**config.mk**
```make
export PLATFORM = sky130hd
export DESIGN_NAME = sram_bus_initiator
export DESIGN_NICKNAME = d
export VERILOG_FILES = /design/src/rtl/sram_bus_pkg.sv /design/src/rtl/sram_clr_seq.sv /design/src/rtl/sram_bus_initiator.sv
export SDC_FILE = /design/constraint.sdc
export NUM_CORES = 1
export LEC_CHECK = 0
export CAP_MARGIN = 20
export CELL_PAD_IN_SITES_DETAIL_PLACEMENT = 1
export CELL_PAD_IN_SITES_GLOBAL_PLACEMENT = 1
export CORE_MARGIN = 3
export CORE_UTILIZATION = 32
export CTS_BUF_LIST = sky130_fd_sc_hd__clkbuf_8
export CTS_CLUSTER_SIZE = 24
export DETAILED_ROUTE_END_ITERATION = 6
export PLACE_DENSITY = 0.83
export SETUP_SLACK_MARGIN = 0.2
export SLEW_MARGIN = 30
export SYNTH_ARGS = -nofsm -noshare
export SYNTH_HDL_FRONTEND = slang
export SYNTH_SLANG_ARGS = --single-unit
```
**constraint.sdc**
```tcl
create_clock -name clk_i -period 1.7 [get_ports clk_i]
set_input_delay 0.34 -clock clk_i [delete_from_list [all_inputs] [get_ports clk_i]]
set_output_delay 0.34 -clock clk_i [all_outputs]
set_load 0.05 [all_outputs]
```
**src/rtl/sram_bus_pkg.sv**
```systemverilog
// Shared types and constants for the SRAM bus initiator.
// States, the fixed read latency of the macro, and the strobe/mask encodings.
package sram_bus_pkg;

    typedef enum logic [2:0] {
        CLR,
        IDLE,
        ACC,
        RCAP,
        RESP
    } sram_ini_state_e;

    localparam int         SRAM_RD_LAT = 1;
    localparam logic [3:0] MASK_FULL   = 4'hF;
    localparam logic [3:0] WSTRB_READ  = 4'h0;

    // A request with any byte strobe set is a write; all-zero strobes mean read.
    function automatic logic is_write(input logic [3:0] wstrb);
        return wstrb != WSTRB_READ;
    endfunction

endpackage

```
**src/rtl/sram_clr_seq.sv**
```systemverilog
// Post-reset clear sequencer: walks a word address from 0 to DEPTH-1, one
// word per enabled cycle, and raises done once the last address was issued.
// Used by sram_bus_initiator only when SRAM_INIT_CLR_EN is defined.
module sram_clr_seq #(
    parameter int ADDR_WIDTH = 10
) (
    input  logic                  clk_i,
    input  logic                  rst_n_i,
    input  logic                  en_i,
    output logic [ADDR_WIDTH-1:0] addr_o,
    output logic                  done_o
);

    logic [ADDR_WIDTH-1:0] cnt_reg;
    logic                  done_reg;

    // Advance the clear address while enabled; latch done after the top word.
    always_ff @(posedge clk_i or negedge rst_n_i) begin
        if (!rst_n_i) begin
            cnt_reg  <= '0;
            done_reg <= 1'b0;
        end else if (en_i && !done_reg) begin
            cnt_reg <= cnt_reg + 1'b1;
            if (cnt_reg == {ADDR_WIDTH{1'b1}}) begin
                done_reg <= 1'b1;
            end
        end
    end

    assign addr_o = cnt_reg;
    assign done_o = done_reg;

endmodule

```
**src/rtl/sram_bus_initiator.sv**
```systemverilog
// Initiator for a single-port SRAM macro (1-cycle read latency).
// Converts native valid/ready memory requests (wstrb==0 => read) into one
// registered chip-select access each. Write ready arrives 2 cycles after the
// request is sampled, read ready 3 cycles after.
// Optional feature: define SRAM_INIT_CLR_EN to zero the whole macro after
// reset before accepting requests; otherwise init_done_o is tied high.
module sram_bus_initiator
    import sram_bus_pkg::*;
#(
    parameter int ADDR_WIDTH = 10,
    parameter int DATA_WIDTH = 32
) (
    input  logic                  clk_i,
    input  logic                  rst_n_i,
    input  logic                  mem_valid_i,
    output logic                  mem_ready_o,
    input  logic [31:0]           mem_addr_i,
    input  logic [31:0]           mem_wdata_i,
    input  logic [3:0]            mem_wstrb_i,
    output logic [31:0]           mem_rdata_o,
    output logic                  sram_cs_o,
    output logic                  sram_wren_o,
    output logic [ADDR_WIDTH-1:0] sram_addr_o,
    output logic [31:0]           sram_wdata_o,
    output logic [3:0]            sram_mask_o,
    input  logic [31:0]           sram_rdata_i,
    output logic                  init_done_o
);

    sram_ini_state_e       state_reg;
    logic [3:0]            wstrb_reg;
    logic                  cs_reg;
    logic                  wren_reg;
    logic [3:0]            mask_reg;
    logic [ADDR_WIDTH-1:0] addr_reg;
    logic [DATA_WIDTH-1:0] wdata_reg;
    logic                  ready_reg;
    logic [DATA_WIDTH-1:0] rdata_reg;

    // Byte-offset bits and address bits above the macro depth alias away.
    logic unused_addr_bits;
    assign unused_addr_bits = ^{mem_addr_i[31:ADDR_WIDTH+2], mem_addr_i[1:0]};

`ifdef SRAM_INIT_CLR_EN
    localparam sram_ini_state_e RESET_STATE = CLR;

    logic [ADDR_WIDTH-1:0] clr_addr;
    logic                  clr_done;
    logic                  init_done_reg;

    sram_clr_seq #(
        .ADDR_WIDTH (ADDR_WIDTH)
    ) u_clr_seq (
        .clk_i   (clk_i),
        .rst_n_i (rst_n_i),
        .en_i    (state_reg == CLR),
        .addr_o  (clr_addr),
        .done_o  (clr_done)
    );

    assign init_done_o = init_done_reg;
`else
    localparam sram_ini_state_e RESET_STATE = IDLE;

    assign init_done_o = 1'b1;
`endif

    // Request sequencer: one state per cycle, every macro and bus output registered.
    always_ff @(posedge clk_i or negedge rst_n_i) begin
        if (!rst_n_i) begin
            state_reg <= RESET_STATE;
            wstrb_reg <= WSTRB_READ;
            cs_reg    <= 1'b0;
            wren_reg  <= 1'b0;
            mask_reg  <= '0;
            addr_reg  <= '0;
            wdata_reg <= '0;
            ready_reg <= 1'b0;
            rdata_reg <= '0;
`ifdef SRAM_INIT_CLR_EN
            init_done_reg <= 1'b0;
`endif
        end else begin
            case (state_reg)
`ifdef SRAM_INIT_CLR_EN
                CLR: begin
                    // Bus requests are ignored until every word has been zeroed.
                    if (!clr_done) begin
                        cs_reg    <= 1'b1;
                        wren_reg  <= 1'b1;
                        mask_reg  <= MASK_FULL;
                        addr_reg  <= clr_addr;
                        wdata_reg <= '0;
                    end else begin
                        cs_reg        <= 1'b0;
                        wren_reg      <= 1'b0;
                        mask_reg      <= '0;
                        init_done_reg <= 1'b1;
                        state_reg     <= IDLE;
                    end
                end
`endif
                IDLE: begin
                    if (mem_valid_i) begin
                        wstrb_reg <= mem_wstrb_i;
                        cs_reg    <= 1'b1;
                        wren_reg  <= is_write(mem_wstrb_i);
                        mask_reg  <= mem_wstrb_i;
                        addr_reg  <= mem_addr_i[ADDR_WIDTH+1:2];
                        wdata_reg <= mem_wdata_i;
                        state_reg <= ACC;
                    end
                end
                ACC: begin
                    // Address and write data keep their value so the macro pins stay quiet.
                    cs_reg   <= 1'b0;
                    wren_reg <= 1'b0;
                    mask_reg <= '0;
                    if (is_write(wstrb_reg)) begin
                        ready_reg <= 1'b1;
                        rdata_reg <= '0;
                        state_reg <= RESP;
                    end else begin
                        state_reg <= RCAP;
                    end
                end
                RCAP: begin
                    // Macro output is valid in the cycle after the read access.
                    rdata_reg <= sram_rdata_i;
                    ready_reg <= 1'b1;
                    state_reg <= RESP;
                end
                RESP: begin
                    ready_reg <= 1'b0;
                    rdata_reg <= '0;
                    state_reg <= IDLE;
                end
                default: begin
                    cs_reg    <= 1'b0;
                    wren_reg  <= 1'b0;
                    mask_reg  <= '0;
                    ready_reg <= 1'b0;
                    state_reg <= IDLE;
                end
            endcase
        end
    end

    assign sram_cs_o    = cs_reg;
    assign sram_wren_o  = wren_reg;
    assign sram_mask_o  = mask_reg;
    assign sram_addr_o  = addr_reg;
    assign sram_wdata_o = wdata_reg;
    assign mem_ready_o  = ready_reg;
    assign mem_rdata_o  = rdata_reg;

endmodule

```
Yosys cells after proc, flatten, opt, wreduce, memory -nomap -nowiden
Index checks and enable logic that the tools add are counted.
{"block": "totals", "wordCells": 38, "reg_bits": 88}
{"block": "op_classes", "n_eq_ne": 6, "bitwise": 2, "n_reduce_logical": 8, "n_mux": 13}
{"op": "$pmux W32 S3", "n": 1}
{"op": "$mux W32", "n": 1}
{"op": "$pmux W3 S3", "n": 1}
{"op": "$pmux W4 S2", "n": 1}
{"op": "$reduce_and A2 Y1", "n": 4}
{"op": "$reduce_bool A4 Y1", "n": 2}
{"op": "$eq A3 B2 Y1 const B", "n": 2}
{"op": "$mux W3", "n": 2}
{"op": "$mux W4", "n": 1}
{"op": "$ne A2 B2 Y1 const B", "n": 2}
{"op": "$pmux W1 S2", "n": 2}
{"op": "$eq A3 B1 Y1 const B", "n": 1}
{"op": "$eq A3 B3 Y1 const B", "n": 1}
{"op": "$mux W1", "n": 3}
{"op": "$pmux W1 S3", "n": 1}
{"op": "$reduce_bool A3 Y1", "n": 1}
{"op": "$not A1 Y1", "n": 2}
{"op": "$reduce_or A2 Y1", "n": 1}

Logic depth before layout (Yosys ltp)
{"block": "depth", "depth_word": 4, "depth_mapped": 5}

Worst setup path before layout
OpenSTA, ideal clock, no wires.
{"block": "synth_timing", "path_type": "flip-flop to flip-flop", "start": "register state_reg[0]", "end": "register addr_reg[0] (netlist: sram_addr_o[0])", "setup_ns": 0.125, "synth_period_minus_slack_ns": 1.490, "slack_ns": 0.210, "t_arrival_ns": 1.364, "stages_incl_launch_ff": 6, "t_required_ns": 1.575, "cell_sequence": "dfstp_2 -> nand2b_2 -> nor2b_4 -> buf_6 -> buf_8 -> mux2_4"}
{"block": "synth_via", "elab_chain_len": 2}
{"item": "start, declared", "line_no": "sram_bus_initiator.sv:30", "rtl": "sram_ini_state_e state_reg;"}
{"item": "start signal, assigned", "line_no": "sram_bus_initiator.sv:71", "rtl": "state_reg <= RESET_STATE;"}
{"item": "start signal, assigned", "line_no": "sram_bus_initiator.sv:111", "rtl": "state_reg <= ACC;"}
{"item": "start signal, assigned", "line_no": "sram_bus_initiator.sv:122", "rtl": "state_reg <= RESP;"}
{"item": "$eq A3 B1 Y1", "line_no": "sram_bus_initiator.sv:84", "rtl": "case (state_reg)"}
{"item": "$reduce_and A2 Y1 (no source line)"}
{"item": "end signal, assigned", "line_no": "sram_bus_initiator.sv:109", "rtl": "addr_reg <= mem_addr_i[ADDR_WIDTH+1:2];"}
{"item": "end, declared", "line_no": "sram_bus_initiator.sv:35", "rtl": "logic [ADDR_WIDTH-1:0] addr_reg;"}
Every way passes these cells.
A chain may end at the register's enable or synchronous reset.

Worst setup path after layout
{"block": "layout_timing", "start": "register state_reg[0]", "end": "register rdata_reg[28] (netlist: mem_rdata_o[28])"}
{"block": "layout_via", "elab_chain_len": 3, "elab_cells_between_ends": 7}
{"item": "$eq A3 B2 Y1 / $eq A3 B3 Y1 (equally long branches)", "line_no": "sram_bus_initiator.sv:84"}
{"item": "$ne A2 B2 Y1 (no source line) / $reduce_bool A3 Y1 (equally long branches)"}
{"item": "$reduce_and A2 Y1 (no source line)"}
{"item": "end signal, assigned", "line_no": "sram_bus_initiator.sv:129", "rtl": "rdata_reg <= sram_rdata_i;"}
{"item": "end, declared", "line_no": "sram_bus_initiator.sv:38", "rtl": "logic [DATA_WIDTH-1:0] rdata_reg;"}
Several ways; a longest one is shown, not always the timed one.

==> out/metrics.sh <==
STATUS='finished, final reports clean'
CP-END-KIND='flop'
CTS.REPORTEDPATHS.CLKPINSLEW_NS=0.09
FINAL-MAX-SLEW-VIOLATION-COUNT=0
CTS_ROOT_BUFFER='clkbuf_8'
TIMING.CRITICAL_PATH.FROM_TYPE='flop'
POST_SYNTHESIS_TO_FINAL_LAYOUT_AREA_GROWTH_PCT=62.0
HIGHEST_CLOCK_FREQUENCY_THE_DESIGN_CAN_MEET_MHz=616
FINALWORSTPATHREQUIREDPERIOD_NS=1.62
MUXSHAREOFSYNTHAREA_PCT=18.7
WORST_R2R_ENDPOINT='mem_rdata_o[28]'
INITIAL_ANTENNA_VIOLATION_COUNT=0
CRITICAL-PATH-MAX-STAGE-DELAY_NS=0.58
FINALCOREUTILIZATION_PCT=54.2
POST_DRT_VIA_CELL_RATIO=4.70
FINAL_SETUP_VIOLATION_COUNT=0
ANTENNADIODECOUNT=0
PWR_DENSITY_CELL_nW_PER_UM2=2300
NETS=570
REG2REGPATHDEPTH=7
TRITONCTS='built'
DRT_PRE_ANTENNA_ITERS=4
TIMING.CRITICAL_PATH.MODE_CELL='buf_6'
CLK_LATENCY_NS=0.37
MAX-VDD-IR-DROP_V=0.00131
PATH_CELLS='buf_6, buf_6, buf_6, and3b_2, clkbuf_16, nand2_1, o31ai_2'
GRTUSAGETOTAL_PCT=17.9
SHARE_CLK_OF_TOTAL_POWER_PCT=9.8
FINAL.SETUP_SKEW_NS=0.0211
SYNTHARSTFLOPSHARE_PCT=100
CRIT_SLOWEST_CELL='dfstp_2'
TOTAL_SWITCHING_POWER_uW=6540
SYN_AREA_SQ_UM=3710
GRT_PASS1_VIAS=3187
TIMING.CRITICAL_PATH.ARRIVAL_NS=1.89
TIMING_WORST_SLEW_PIN_VALUE_NS=0.516
CRITICAL-PATH-TOP-DELAY-FAMILY='flip-flops'
INITIAL_CORE_UTIL_PCT=33.5
LEAKAGE_uW=0.00281
CLK_PATH_BUF_DEPTH=2
POWER_FRAC_COMB_PCT=63.2
SYNTHCELLS=272
ROWS=38
DP_HPWL_MM=7.53
DIE_W_UM=114
FINAL_HOLD_VIOL_COUNT=0
CLOCK_SINK_COUNT=88
POST_DRT_WL_PER_CELL_UM=20.0
POSTSYNTHNETCOUNT=375
SYNTHMOSTINSTANTIATEDCELL='dfrtp_1'
REG2REG_SETUP_SLACK_NS=0.08
SYNTH.DISTINCT_CELLS=31
OVERFLOW_LEFT_AFTER_GLOBAL_ROUTING=0
SW_FRAC_OF_TOTAL_PCT=47.4
FIN_CRIT_SH_PCT=95.5
HOLDCRITPATHCLASS='in2reg'
CTS-BUFFERS-INSERTED=9
SYNTH_TOP_AREA_SHARE_PCT=58.7
SETUP_REPAIR_AFTER_GLOBAL_ROUTING_MISSED_ITS_MARGIN='yes'
MIN_PATH_CELLS=2
GPL.FINAL_WEIGHTED_CONGESTION=0.701
POST_SYNTH_MAIN_AREA_CONTRIBUTORS='dfrtp_1 59%, mux2_4 18%, o31ai_1 6.5%, inv_1 3.4%, nand2_1 3.2%'
WORST_HOLD_ENDPOINT='state_reg[0]'
FIRST_PASS_GRT_WIRE_LENGTH_MM=17.8
ADDER_CELL_SHARE_OF_THE_SYNTHESIZED_AREA_PCT=0
FILLER_CELL_COUNT=1143
SYNTH_XOR_AREA_SHARE_PCT=0
NUMBER_OF_ENABLE_TYPE_REGISTER_CELLS_IN_THE_SYNTHESIZED_NETLIST=0
DIE_H_UM=114
COREAREA_SQ_UM=11100
CRITICAL_PATH.REG2REG.STARTPOINT='state_reg[0]'
SYNTH_TOP_FAMILY_BY_AREA='multiplexers'
CTSHTREEMAXLEVEL=3
POWER.INTERNAL_uW=7260
YOSYSWARNINGCOUNT=0
FINALWIRELENGTH_MM=12.2
WORSTPATHMAXFANOUT=8
YOSYSTOPAREACELL='dfrtp_1'
PLACEMENT.IO_BUFFERS=161
YS_DOMINANT_REG_CELL='dfrtp_1'
ANT_NETS=0
VIAS=2878
WORST-ENDPOINT-REQUIRED_NS=1.97
DIEAREA_SQ_UM=12900
CRITPATHBUFINV=4
SYN_AREA_CELL_SQ_UM=13.6
SYNTH-COMPOUND-AREA-SHARE_PCT=8.94
FINAL_LAYOUT_SIZE_SUFFIX_GT1_SHARE_PCT=43.6
DETAILEDROUTE.FIRSTITERATIONVIOLATIONS=81
SYNTH.TOP_CELLS.BY_COUNT='87 x dfrtp_1, 44 x mux2_4, 34 x inv_1'
CRITPATHKIND='reg2reg'
MIN_DELAY_SRC='mem_valid_i'
GRT_START_MAX_NET_PINS=39
POST-ROUTE-DRC-COUNT=0
SYNTH_SEQUENTIAL_AREA_RATIO_PCT=59.4
IO-PIN-COUNT=185
MAX_CAP_VIOLATIONS=0
WORST_SLEW_MARGIN_REL_PCT=65.6
FIN_WORST_HOLD_SLACK_NS=0.302
SYNTH_SIMPLE_GATE_AREA_SHARE_PCT=5.74
SYNTH_SEQ_CELLS=88
PWR-SHARE-SEQ_PCT=27.0
[area by class of cell]
class | count | area (sq um) | area share (%)
clock buffers | 10 | 138 | 2.29
clock inverters | 6 | 45.0 | 0.750
inverters | 34 | 128 | 2.12
multi-input cells | 134 | 1350 | 22.5
flip-flops and latches | 88 | 2200 | 36.7
well taps | 140 | 175 | 2.92
repair buffers | 200 | 1970 | 32.7
[power by group through the flow]
stage / logic (uW) / registers [uW] / clock network [uW]
floorplan: 2330 / 6620 / 0
global route: 9110 / 3860 / 1490
global placement: 7400 / 3650 / 0
CTS: 8250 / 3700 / 1400
finish: 8720 / 3730 / 1350
detailed placement: 7570 / 3700 / 0
[placed cells by master (no fill, tap or decap), types with 2 or more instances in the layout]
cell,Yosys,routed
buf_4,1,96
dfrtp_1,87,86
clkdlybuf4s50_1,0,78
mux2_4,44,46
inv_1,34,34
nand2_1,32,28
o31ai_1,32,24
clkbuf_8,0,10
buf_6,2,9
o31ai_2,0,8
buf_12,0,6
nand2_2,0,4
a22o_1,4,4
buf_16,0,4
clkbuf_16,0,4
clkinvlp_4,0,3
nor2b_4,1,2
a21oi_4,0,2
clkinv_4,0,2
[cells by family (layout without fill, tap and decap cells)]
kind of cell           Yosys count  in the layout
other                            1              1
and+or+nand+nor                 42             42
buffers and inverters           51            250
muxes                           47             47
AOI/OAI and AO/OA               43             44
DFF                             88             88
[metal layers]
metal	track usage (%)	vias up	part of all wire, %
met1	21.4	1455	41
li1	-	1320	-
met3	3.87	10	5.1
met2	31.9	93	53
met5	0	-	0
met4	5.69	0	1.2
[metrics by stage]
step	worst slack (ns)	setup TNS, ns	instances	total power [uW]	cell area (sq um)
floorplan	0.210	0	272	8940	3710
global placement	-0.221	-9.29	569	11100	5320
detailed placement	-0.248	-11.89	569	11300	5320
CTS	0.122	0	604	13300	5790
global route	0.00886	0	612	14500	6010
finish	0.0759	0	612	13800	6010
[worst max path at each step]
stage	start	depth (start not counted)	endpoint
2_1_floorplan	state_reg[0]	5	sram_addr_o[0]
3_3_place_gp	mem_valid_i	5	sram_wdata_o[24]
3_5_place_dp	mem_valid_i	5	sram_wdata_o[24]
4_1_cts	state_reg[0]	7	mem_rdata_o[7]
5_1_grt	state_reg[0]	7	mem_rdata_o[28]
6_report	state_reg[0]	7	mem_rdata_o[28]
[what timing repair did]
item                                    in CTS  in global routing
endpoints found under the hold margin       34                  0
hold buffers                                 1                  0
setup buffers                               13                  3
gates cloned                                 5                  5
resized for setup                           15                 21
pin swaps                                    3                  0
endpoints found under the setup margin      80                 84
(Power assumes the default switching activity.)
